### src/rtl/pingpong_buf_ctrl_pkg.sv
// Shared types and sizing for the ping-pong SPI frame buffer.
package pingpong_pkg;

    typedef enum logic [1:0] {
        EMPTY   = 2'd0,
        FILLING = 2'd1,
        FULL    = 2'd2
    } bank_state_t;

    localparam int AW_DEF = 7;
    localparam int DW_DEF = 8;

    function automatic int unsigned depth(input int aw);
        return 32'd1 << aw;
    endfunction

endpackage

### src/rtl/pingpong_buf_ctrl_if.sv
// SPI-slave <-> ping-pong buffer bus; master = SPI slave, slave = buffer.
// Stats outputs exist only when PINGPONG_STATS_EN is defined.
interface pingpong_buf_ctrl_if #(parameter int AW = 7, parameter int DW = 8);
    logic          wr_en;
    logic [AW-1:0] wr_addr;
    logic [DW-1:0] wr_data;
    logic          wr_finish;
    logic          wr_ready;
    logic [AW-1:0] rd_addr;
    logic [DW-1:0] rd_data;
    logic          rd_ready;
    logic          rd_finish;
    logic [AW:0]   rd_len;
    logic          overflow;
`ifdef PINGPONG_STATS_EN
    logic [15:0]   frames_in;
    logic [15:0]   frames_out;
    logic [15:0]   bytes_dropped;

    modport master (
        output wr_en, wr_addr, wr_data, wr_finish, rd_addr, rd_finish,
        input  wr_ready, rd_data, rd_ready, rd_len, overflow,
               frames_in, frames_out, bytes_dropped
    );
    modport slave (
        input  wr_en, wr_addr, wr_data, wr_finish, rd_addr, rd_finish,
        output wr_ready, rd_data, rd_ready, rd_len, overflow,
               frames_in, frames_out, bytes_dropped
    );
`else
    modport master (
        output wr_en, wr_addr, wr_data, wr_finish, rd_addr, rd_finish,
        input  wr_ready, rd_data, rd_ready, rd_len, overflow
    );
    modport slave (
        input  wr_en, wr_addr, wr_data, wr_finish, rd_addr, rd_finish,
        output wr_ready, rd_data, rd_ready, rd_len, overflow
    );
`endif
endinterface

### src/rtl/pingpong_buf_ctrl_bank.sv
// One DEPTH x DW buffer bank: synchronous write, synchronous read.
module pingpong_bank
    import pingpong_pkg::*;
#(
    parameter int AW = AW_DEF,
    parameter int DW = DW_DEF
) (
    input  logic          clk,
    input  logic          we,
    input  logic [AW-1:0] waddr,
    input  logic [DW-1:0] wdata,
    input  logic [AW-1:0] raddr,
    output logic [DW-1:0] rdata
);
    localparam int unsigned DEPTH = depth(AW);

    logic [DW-1:0] mem [DEPTH];

    always_ff @(posedge clk) begin
        if (we) mem[waddr] <= wdata;
        rdata <= mem[raddr];
    end
endmodule

### src/rtl/pingpong_buf_ctrl.sv
// Ping-pong frame buffer controller: bank state tracking, lengths, ready flags.
// Optional PINGPONG_STATS_EN adds saturating frame/drop counters.
//   state   | meaning
//   EMPTY   | bank free, not yet handed to the writer
//   FILLING | bank open for writes (only ever the wsel bank)
//   FULL    | completed frame waiting to be read
module pingpong_buf_ctrl
    import pingpong_pkg::*;
#(
    parameter int AW = AW_DEF,
    parameter int DW = DW_DEF
) (
    input  logic               clk,
    input  logic               rst,
    pingpong_buf_ctrl_if.slave bus
);
    localparam int unsigned   DEPTH   = depth(AW);
    localparam logic [AW:0]   DEPTH_L = DEPTH[AW:0];

    bank_state_t   bank   [2];
    bank_state_t   bank_n [2];
    logic          wsel, wsel_n, rsel, rsel_n;
    logic [AW:0]   wcnt, wcnt_n, wcnt_inc;
    logic [AW:0]   len   [2];
    logic [AW:0]   len_n [2];
    logic          overflow, overflow_n;
    logic          wr_acc, drop, rd_acc, fin_acc;
    logic          rd_valid_q, rd_bank_q;
    logic [DW-1:0] q [2];

    for (genvar b = 0; b < 2; b++) begin : g_bank
        pingpong_bank #(.AW(AW), .DW(DW)) u_bank (
            .clk   (clk),
            .we    (wr_acc && (wsel == 1'(b))),
            .waddr (bus.wr_addr),
            .wdata (bus.wr_data),
            .raddr (bus.rd_addr),
            .rdata (q[b])
        );
    end

    assign bus.wr_ready = (bank[wsel] == FILLING);
    assign bus.rd_ready = (bank[rsel] == FULL);
    assign bus.rd_len   = bus.rd_ready ? len[rsel] : '0;
    assign bus.overflow = overflow;
    assign bus.rd_data  = rd_valid_q ? q[rd_bank_q] : '0;

    assign wr_acc   = bus.wr_en && bus.wr_ready;
    assign drop     = bus.wr_en && !bus.wr_ready;
    assign rd_acc   = bus.rd_finish && bus.rd_ready;
    assign wcnt_inc = (wr_acc && wcnt != DEPTH_L) ? wcnt + 1'b1 : wcnt;
    // a byte landing in the finish cycle is part of the frame
    assign fin_acc  = bus.wr_finish && bus.wr_ready && (wcnt_inc != '0);

    always_comb begin
        bank_n[0]  = bank[0];
        bank_n[1]  = bank[1];
        len_n[0]   = len[0];
        len_n[1]   = len[1];
        wsel_n     = wsel;
        rsel_n     = rsel;
        wcnt_n     = wcnt_inc;
        overflow_n = overflow | drop;

        // read release first so a freed bank is visible to the write swap
        if (rd_acc) begin
            bank_n[rsel] = EMPTY;
            rsel_n       = ~rsel;
            if (bank[wsel] != FILLING) begin
                bank_n[rsel] = FILLING;
                wsel_n       = rsel;
            end
        end

        if (fin_acc) begin
            bank_n[wsel] = FULL;
            len_n[wsel]  = wcnt_inc;
            wcnt_n       = '0;
            if (bank_n[~wsel] == EMPTY) begin
                bank_n[~wsel] = FILLING;
                wsel_n        = ~wsel;
            end
        end
    end

    always_ff @(posedge clk or posedge rst) begin
        if (rst) begin
            bank[0]    <= FILLING;
            bank[1]    <= EMPTY;
            len[0]     <= '0;
            len[1]     <= '0;
            wsel       <= 1'b0;
            rsel       <= 1'b0;
            wcnt       <= '0;
            overflow   <= 1'b0;
            rd_valid_q <= 1'b0;
            rd_bank_q  <= 1'b0;
        end else begin
            bank[0]    <= bank_n[0];
            bank[1]    <= bank_n[1];
            len[0]     <= len_n[0];
            len[1]     <= len_n[1];
            wsel       <= wsel_n;
            rsel       <= rsel_n;
            wcnt       <= wcnt_n;
            overflow   <= overflow_n;
            rd_valid_q <= bus.rd_ready && ({1'b0, bus.rd_addr} < len[rsel]);
            rd_bank_q  <= rsel;
        end
    end

`ifdef PINGPONG_STATS_EN
    logic [15:0] frames_in, frames_out, bytes_dropped;

    assign bus.frames_in     = frames_in;
    assign bus.frames_out    = frames_out;
    assign bus.bytes_dropped = bytes_dropped;

    always_ff @(posedge clk or posedge rst) begin
        if (rst) begin
            frames_in     <= '0;
            frames_out    <= '0;
            bytes_dropped <= '0;
        end else begin
            if (fin_acc && frames_in != 16'hFFFF)     frames_in     <= frames_in + 1'b1;
            if (rd_acc && frames_out != 16'hFFFF)     frames_out    <= frames_out + 1'b1;
            if (drop && bytes_dropped != 16'hFFFF)    bytes_dropped <= bytes_dropped + 1'b1;
        end
    end
`endif
endmodule

### src/flat_wrapper.sv
// flat-port wrapper written by rule: the top's interface ports become plain ports
module pingpong_buf_ctrl_flat import pingpong_pkg::*;
#(
    parameter int AW = AW_DEF,
    parameter int DW = DW_DEF
)
  (clk, rst, bus_wr_en, bus_wr_addr, bus_wr_data, bus_wr_finish, bus_rd_addr, bus_rd_finish, bus_wr_ready, bus_rd_data, bus_rd_ready, bus_rd_len, bus_overflow);
  pingpong_buf_ctrl_if #(.AW(AW), .DW(DW)) bus_i ();
  input  logic clk;
  input  logic rst;
  input wire logic [$bits(bus_i.wr_en)-1:0] bus_wr_en;
  input wire logic [$bits(bus_i.wr_addr)-1:0] bus_wr_addr;
  input wire logic [$bits(bus_i.wr_data)-1:0] bus_wr_data;
  input wire logic [$bits(bus_i.wr_finish)-1:0] bus_wr_finish;
  input wire logic [$bits(bus_i.rd_addr)-1:0] bus_rd_addr;
  input wire logic [$bits(bus_i.rd_finish)-1:0] bus_rd_finish;
  output wire logic [$bits(bus_i.wr_ready)-1:0] bus_wr_ready;
  output wire logic [$bits(bus_i.rd_data)-1:0] bus_rd_data;
  output wire logic [$bits(bus_i.rd_ready)-1:0] bus_rd_ready;
  output wire logic [$bits(bus_i.rd_len)-1:0] bus_rd_len;
  output wire logic [$bits(bus_i.overflow)-1:0] bus_overflow;
  assign bus_i.wr_en = bus_wr_en;
  assign bus_i.wr_addr = bus_wr_addr;
  assign bus_i.wr_data = bus_wr_data;
  assign bus_i.wr_finish = bus_wr_finish;
  assign bus_i.rd_addr = bus_rd_addr;
  assign bus_i.rd_finish = bus_rd_finish;
  assign bus_wr_ready = bus_i.wr_ready;
  assign bus_rd_data = bus_i.rd_data;
  assign bus_rd_ready = bus_i.rd_ready;
  assign bus_rd_len = bus_i.rd_len;
  assign bus_overflow = bus_i.overflow;
  pingpong_buf_ctrl #(.AW(AW), .DW(DW)) u_core (.clk(clk), .rst(rst), .bus(bus_i));
endmodule
### config.mk
export PLATFORM = sky130hd
export DESIGN_NAME = pingpong_buf_ctrl_flat
export DESIGN_NICKNAME = d
export VERILOG_FILES = /design/src/rtl/pingpong_buf_ctrl_pkg.sv /design/src/rtl/pingpong_buf_ctrl_if.sv /design/src/rtl/pingpong_buf_ctrl_bank.sv /design/src/rtl/pingpong_buf_ctrl.sv /design/src/flat_wrapper.sv
export SDC_FILE = /design/constraint.sdc
export NUM_CORES = 2
export LEC_CHECK = 0
export BUFFER_PORTS_ARGS = -buffer_cell sky130_fd_sc_hd__buf_2
export CAP_MARGIN = 0
export CORE_MARGIN = 3
export CORE_UTILIZATION = 53
export DETAILED_ROUTE_END_ITERATION = 10
export PLACE_DENSITY = 0.68
export SYNTH_ARGS = -nofsm -noshare
export SYNTH_HDL_FRONTEND = slang
export SYNTH_HIERARCHICAL = 1
export SYNTH_SLANG_ARGS = --single-unit
### constraint.sdc
create_clock -name clk -period 4.6 [get_ports clk]
set_input_delay 0.46 -clock clk [delete_from_list [all_inputs] [get_ports clk]]
set_output_delay 0.46 -clock clk [all_outputs]
set_load 0.05 [all_outputs]
==> summary.md <==
| Metric | Value |
|---|---|
| Class of the tightest hold or removal check | `input port to flip-flop` |
| Number of vias after detailed routing | `around 37000` |
| TritonCTS clock tree | `built` |
| Async set-reset flop share out of synthesis | `0.01574` |
| Count of unique library cells instantiated by Yosys | `53` |
| Standard cell core area | `152300 sq um` |
| Instance count of the mapped netlist | `between 3000 and 4000` |
| Count of buffers from port buffering | `45` |
| HPWL after DPL | `roughly 110000 microns` |
| Longest individual stage delay on the worst path | `~840 ps` |
| Post-Route Setup TNS | `0 ps` |
| Number of nets in the layout | `3752` |
| Arrival time of data at the critical path endpoint | `between 4000 and 5000 ps` |
| Critical path peak fanout | `9` |
| Normalized max-slew margin | `0.2480` |
| Number of max-cap violations | `0` |
| Drt first pass iters | `5` |
| Average instance area after synthesis | `23.48 sq um` |
| Seq/Total Area, Yosys | `0.7694` |
| Setup repair after global routing missed its margin | `false` |
| Classification of the worst setup path | `flip-flop to flip-flop` |
| Clock-pin slew on the worst setup and hold paths | `60 ps` |
| Via count of the first global-routing pass | `about 38000` |
| WP buf/inv | `2` |
| Initial core utilization | `0.5347` |
| Maximum buffer depth of the clock tree | `3` |
| Power Density | `between 400 and 500 nW/um^2` |
| Detailed router's first-iteration violation count | `~4300` |
| Total of flip-flops plus latches after synthesis | `2097` |
| Worst hold margin | `150.0 ps` |
| Fraction of synthesized cell area in xor and xnor cells | `0.0008452` |
| Synthesized-area fraction occupied by ao, oa, aoi and oai cells | `0.003719` |
| Initial antenna violation count | `11` |
| Root buffer selected by CTS | `sky130_fd_sc_hd__clkbuf_16` |
| Die area | `roughly 160000 sq um` |
| Clock network latency to the later pin of the worst-skew pair | `820 ps` |
| Final routed DRC violation total | `0` |
| Global-route congestion overflow total | `0` |
| Routability cong. | `0.8331` |
| Number of logic stages on the critical path including buffering | `6` |
| Portion of netlist area occupied by mux cells | `0.1924` |
| Number of routed nets with antenna violations | `0` |
| Slew at the pin closest to its max-slew limit | `1128 ps` |
| Post-detailed-route via-to-cell ratio | `6.334` |
| Resize count post-CTS | `0` |
| CTS H-tree lvls | `4` |
| Kind of end point of the critical path | `flip-flop` |
| Status | `finished, final reports clean` |
| Adder-Cell Fraction of Synth Area | `0.001229` |
| Placement Rows | `143` |
| Achievable clock frequency | `about 0.24 GHz` |
| Crit path time final | `just over 4000 ps` |
| Final hold violations | `0` |
| Setup bufs post-CTS | `0` |
| Chip Height | `398.0 microns` |
| Slowest stage cell on the critical path | `sky130_fd_sc_hd__nand3_1` |
| Largest family of logic cells by synthesized area | `multiplexers` |
| Relative area change from synthesis to final layout | `12.73%` |
| Number of clock buffers inserted by TritonCTS | `201` |
| Count of pins on the block boundary | `46` |
| Worst-case setup margin in the final layout | `~510 ps` |
| Clock Sinks | `between 2000 and 2500` |
| Count of flip-flops with a built-in enable after synthesis | `2048` |
| Slew Limit Fails | `0` |
| Critical path's top delay family | `simple AND/OR/NAND/NOR gates` |
| Kind of launch point of the worst setup path | `flip-flop` |
| Required time worst endpoint | `5040 ps` |
| Maximum number of pins on one net before global-route repair | `roughly 180` |
| Worst voltage drop across the vdd grid | `0.3414 mV` |
| Synthesized-area fraction occupied by and/or/nand/nor cells | `0.02164` |
| Most used DFF post-synth | `sky130_fd_sc_hd__edfxtp_1` |
| Fillers | `10280` |
| Overall Global Routing Usage | `0.2322` |
| Static power due to leakage | `0.02848 uW` |
| Fraction of final layout cells sized beyond drive strength 1 | `0.3190` |
| Global-route wire length before repair | `265000 microns` |
| Routed WL per cell | `around 30 microns` |
| Post-synthesis net count | `approximately 3500` |
| Total wirelength of the detailed-routed design | `180100 microns` |
| Floorplan die width | `just under 400 microns` |
| Fin Clk Skew | `27.93 ps` |
| Netlist area before placement | `slightly above 80000 sq um` |
| FF-to-FF path depth | `6` |
| Pre-CTS setup slack | `631.9 ps` |
| Setup violators final | `0` |
| Synthesis warning total | `6` |
| Ordered list of cells on the worst path | `nand4bb_1 > inv_1 > nor2b_1 > nand3_1 > buf_4 > nor2_1` |
| Fin crit share | `0.8890` |
| Cell depth of the worst min-delay path | `1` |
## timing repair
action | CTS | global route
hold endpoints to repair | 39 | 0
hold buffers | 4 | 0
endpoints found under the setup margin | 0 | 0
## cells in the final DEF (no fill, tap or decap), drive strengths merged, types with 3 or more instances in the layout
cell,n
a211o,4
a211oi,3
a21oi,6
a31oi,3
and2,10
buf,227
bufinv,18
clkbuf,248
clkinv,87
clkinvlp,15
dfrtp,32
dfxtp,16
diode,4
dlygate4sd3,4
edfxtp,2048
ha,8
inv,12
mux2,33
mux2i,16
mux4,672
nand2,38
nand2b,5
nand3,29
nand4,10
nor2,260
nor2b,22
nor3,20
o21ai,6
or3,3
xnor2,4
xor2,3
## flip-flops by register name, summed over array words and instances (netlist names), 4 cells and up
signal / cells
u_core/wcnt: 8
u_core/len: 16
u_core/bank: 4
u_core/g_bank.u_bank/mem: 2048
u_core/g_bank.u_bank/rdata: 16
## metrics by stage
step	std cells	util	area, sq um	total power [uW]
detailed placement	5540	0.5597	85220	23250
global placement	5540	0.5597	85220	23220
CTS	5914	0.6027	91780	39310
global route	5914	0.6027	91780	40140
floorplan	3468	-	81420	22390
finish	5918	0.6028	91790	39020
## worst register-to-register path: stages (launching register included)
cell	delay (ps)
sky130_fd_sc_hd__dfrtp_1	480
sky130_fd_sc_hd__nand4bb_1	440
sky130_fd_sc_hd__inv_1	540
sky130_fd_sc_hd__nor2b_1	370
sky130_fd_sc_hd__nand3_1	840
sky130_fd_sc_hd__buf_4	490
sky130_fd_sc_hd__nor2_1	560
## cell families (layout without fill, tap and decap cells)
group,Yosys count,count (layout)
adders and majority gates,8,8
AOI/OAI and AO/OA,34,34
muxes,721,721
and+or+nand+nor,406,406
buffers and inverters,195,611
xor gates and xnor gates,7,7
DFF,2097,2097
other,0,4
## area by class of cell
class / instances / area [sq um] / share of cell area
multi-input combinational: 1176 / 17900 / 0.1950
clock inverter: 123 / 1120 / 0.01220
tap: 2030 / 2540 / 0.02767
inverter: 9 / 33.78 / 0.0003681
antenna: 4 / 10.01 / 0.0001091
clock buffer: 247 / 5394 / 0.05877
sequential: 2097 / 62650 / 0.6825
timing repair buffer: 232 / 2142 / 0.02334
## worst paths after layout
| path | end | startpoint | slack [ps] |
|---|---|---|---|
| max in group asynchronous | u_core/bank[2]$_DFF_PP1_ | rst | 3970 |
| min | u_core/g_bank[1].u_bank/mem[126][4]$_DFFE_PP_ | bus_wr_data[4] | 150 |
| max reg2reg | u_core/g_bank[0].u_bank/mem[14][2]$_DFFE_PP_ | u_core/wsel$_DFF_PP0_ | 510 |
| min reg2reg | u_core/bus.overflow$_DFF_PP0_ | u_core/bus.overflow$_DFF_PP0_ | 470 |
| max | u_core/g_bank[0].u_bank/mem[14][2]$_DFFE_PP_ | u_core/wsel$_DFF_PP0_ | 510 |
| min in group asynchronous | u_core/bank[1]$_DFF_PP0_ | rst | 290 |
## synth_stat cells, types with 5 or more instances
master,count,share of area
sky130_fd_sc_hd__edfxtp_1,2048,0.76
sky130_fd_sc_hd__mux4_2,672,0.19
sky130_fd_sc_hd__nor2_1,260,0.012
sky130_fd_sc_hd__clkbuf_1,94,0.0043
sky130_fd_sc_hd__nand2_1,38,0.0018
sky130_fd_sc_hd__buf_1,36,0.0017
sky130_fd_sc_hd__dfrtp_1,32,0.0098
sky130_fd_sc_hd__mux2_2,31,0.0043
sky130_fd_sc_hd__buf_2,30,0.0018
sky130_fd_sc_hd__nand3_1,29,0.0018
sky130_fd_sc_hd__buf_4,22,0.0020
sky130_fd_sc_hd__nor2b_1,22,0.0017
sky130_fd_sc_hd__nor3_1,20,0.0012
sky130_fd_sc_hd__dfxtp_1,16,0.0039
sky130_fd_sc_hd__mux2i_1,16,0.0020
sky130_fd_sc_hd__and2_1,10,0.00077
sky130_fd_sc_hd__nand4_1,10,0.00077
sky130_fd_sc_hd__inv_1,9,0.00041
sky130_fd_sc_hd__ha_1,8,0.0012
sky130_fd_sc_hd__a21oi_1,6,0.00037
sky130_fd_sc_hd__o21ai_0,6,0.00037
sky130_fd_sc_hd__nand2b_1,5,0.00038
## power breakdown
part	leakage (uW)	internal, uW	total [uW]	switching [uW]
logic	0.00633	755	1810	1060
registers	0.0190	21000	21000	33.6
clock network	0.00317	9330	16200	6860
## per-layer routing
| metal | vias up | wire (microns) | global-route usage |
|---|---|---|---|
| met2 | 1619 | 86240 | 0.3544 |
| li1 | 15270 | - | - |
| met5 | - | 33 | 0 |
| met1 | 20360 | 74430 | 0.3508 |
| met4 | 6 | 3220 | 0.05009 |
| met3 | 221 | 16150 | 0.05131 |
No activity file was read; power rests on OpenSTA's default activity.
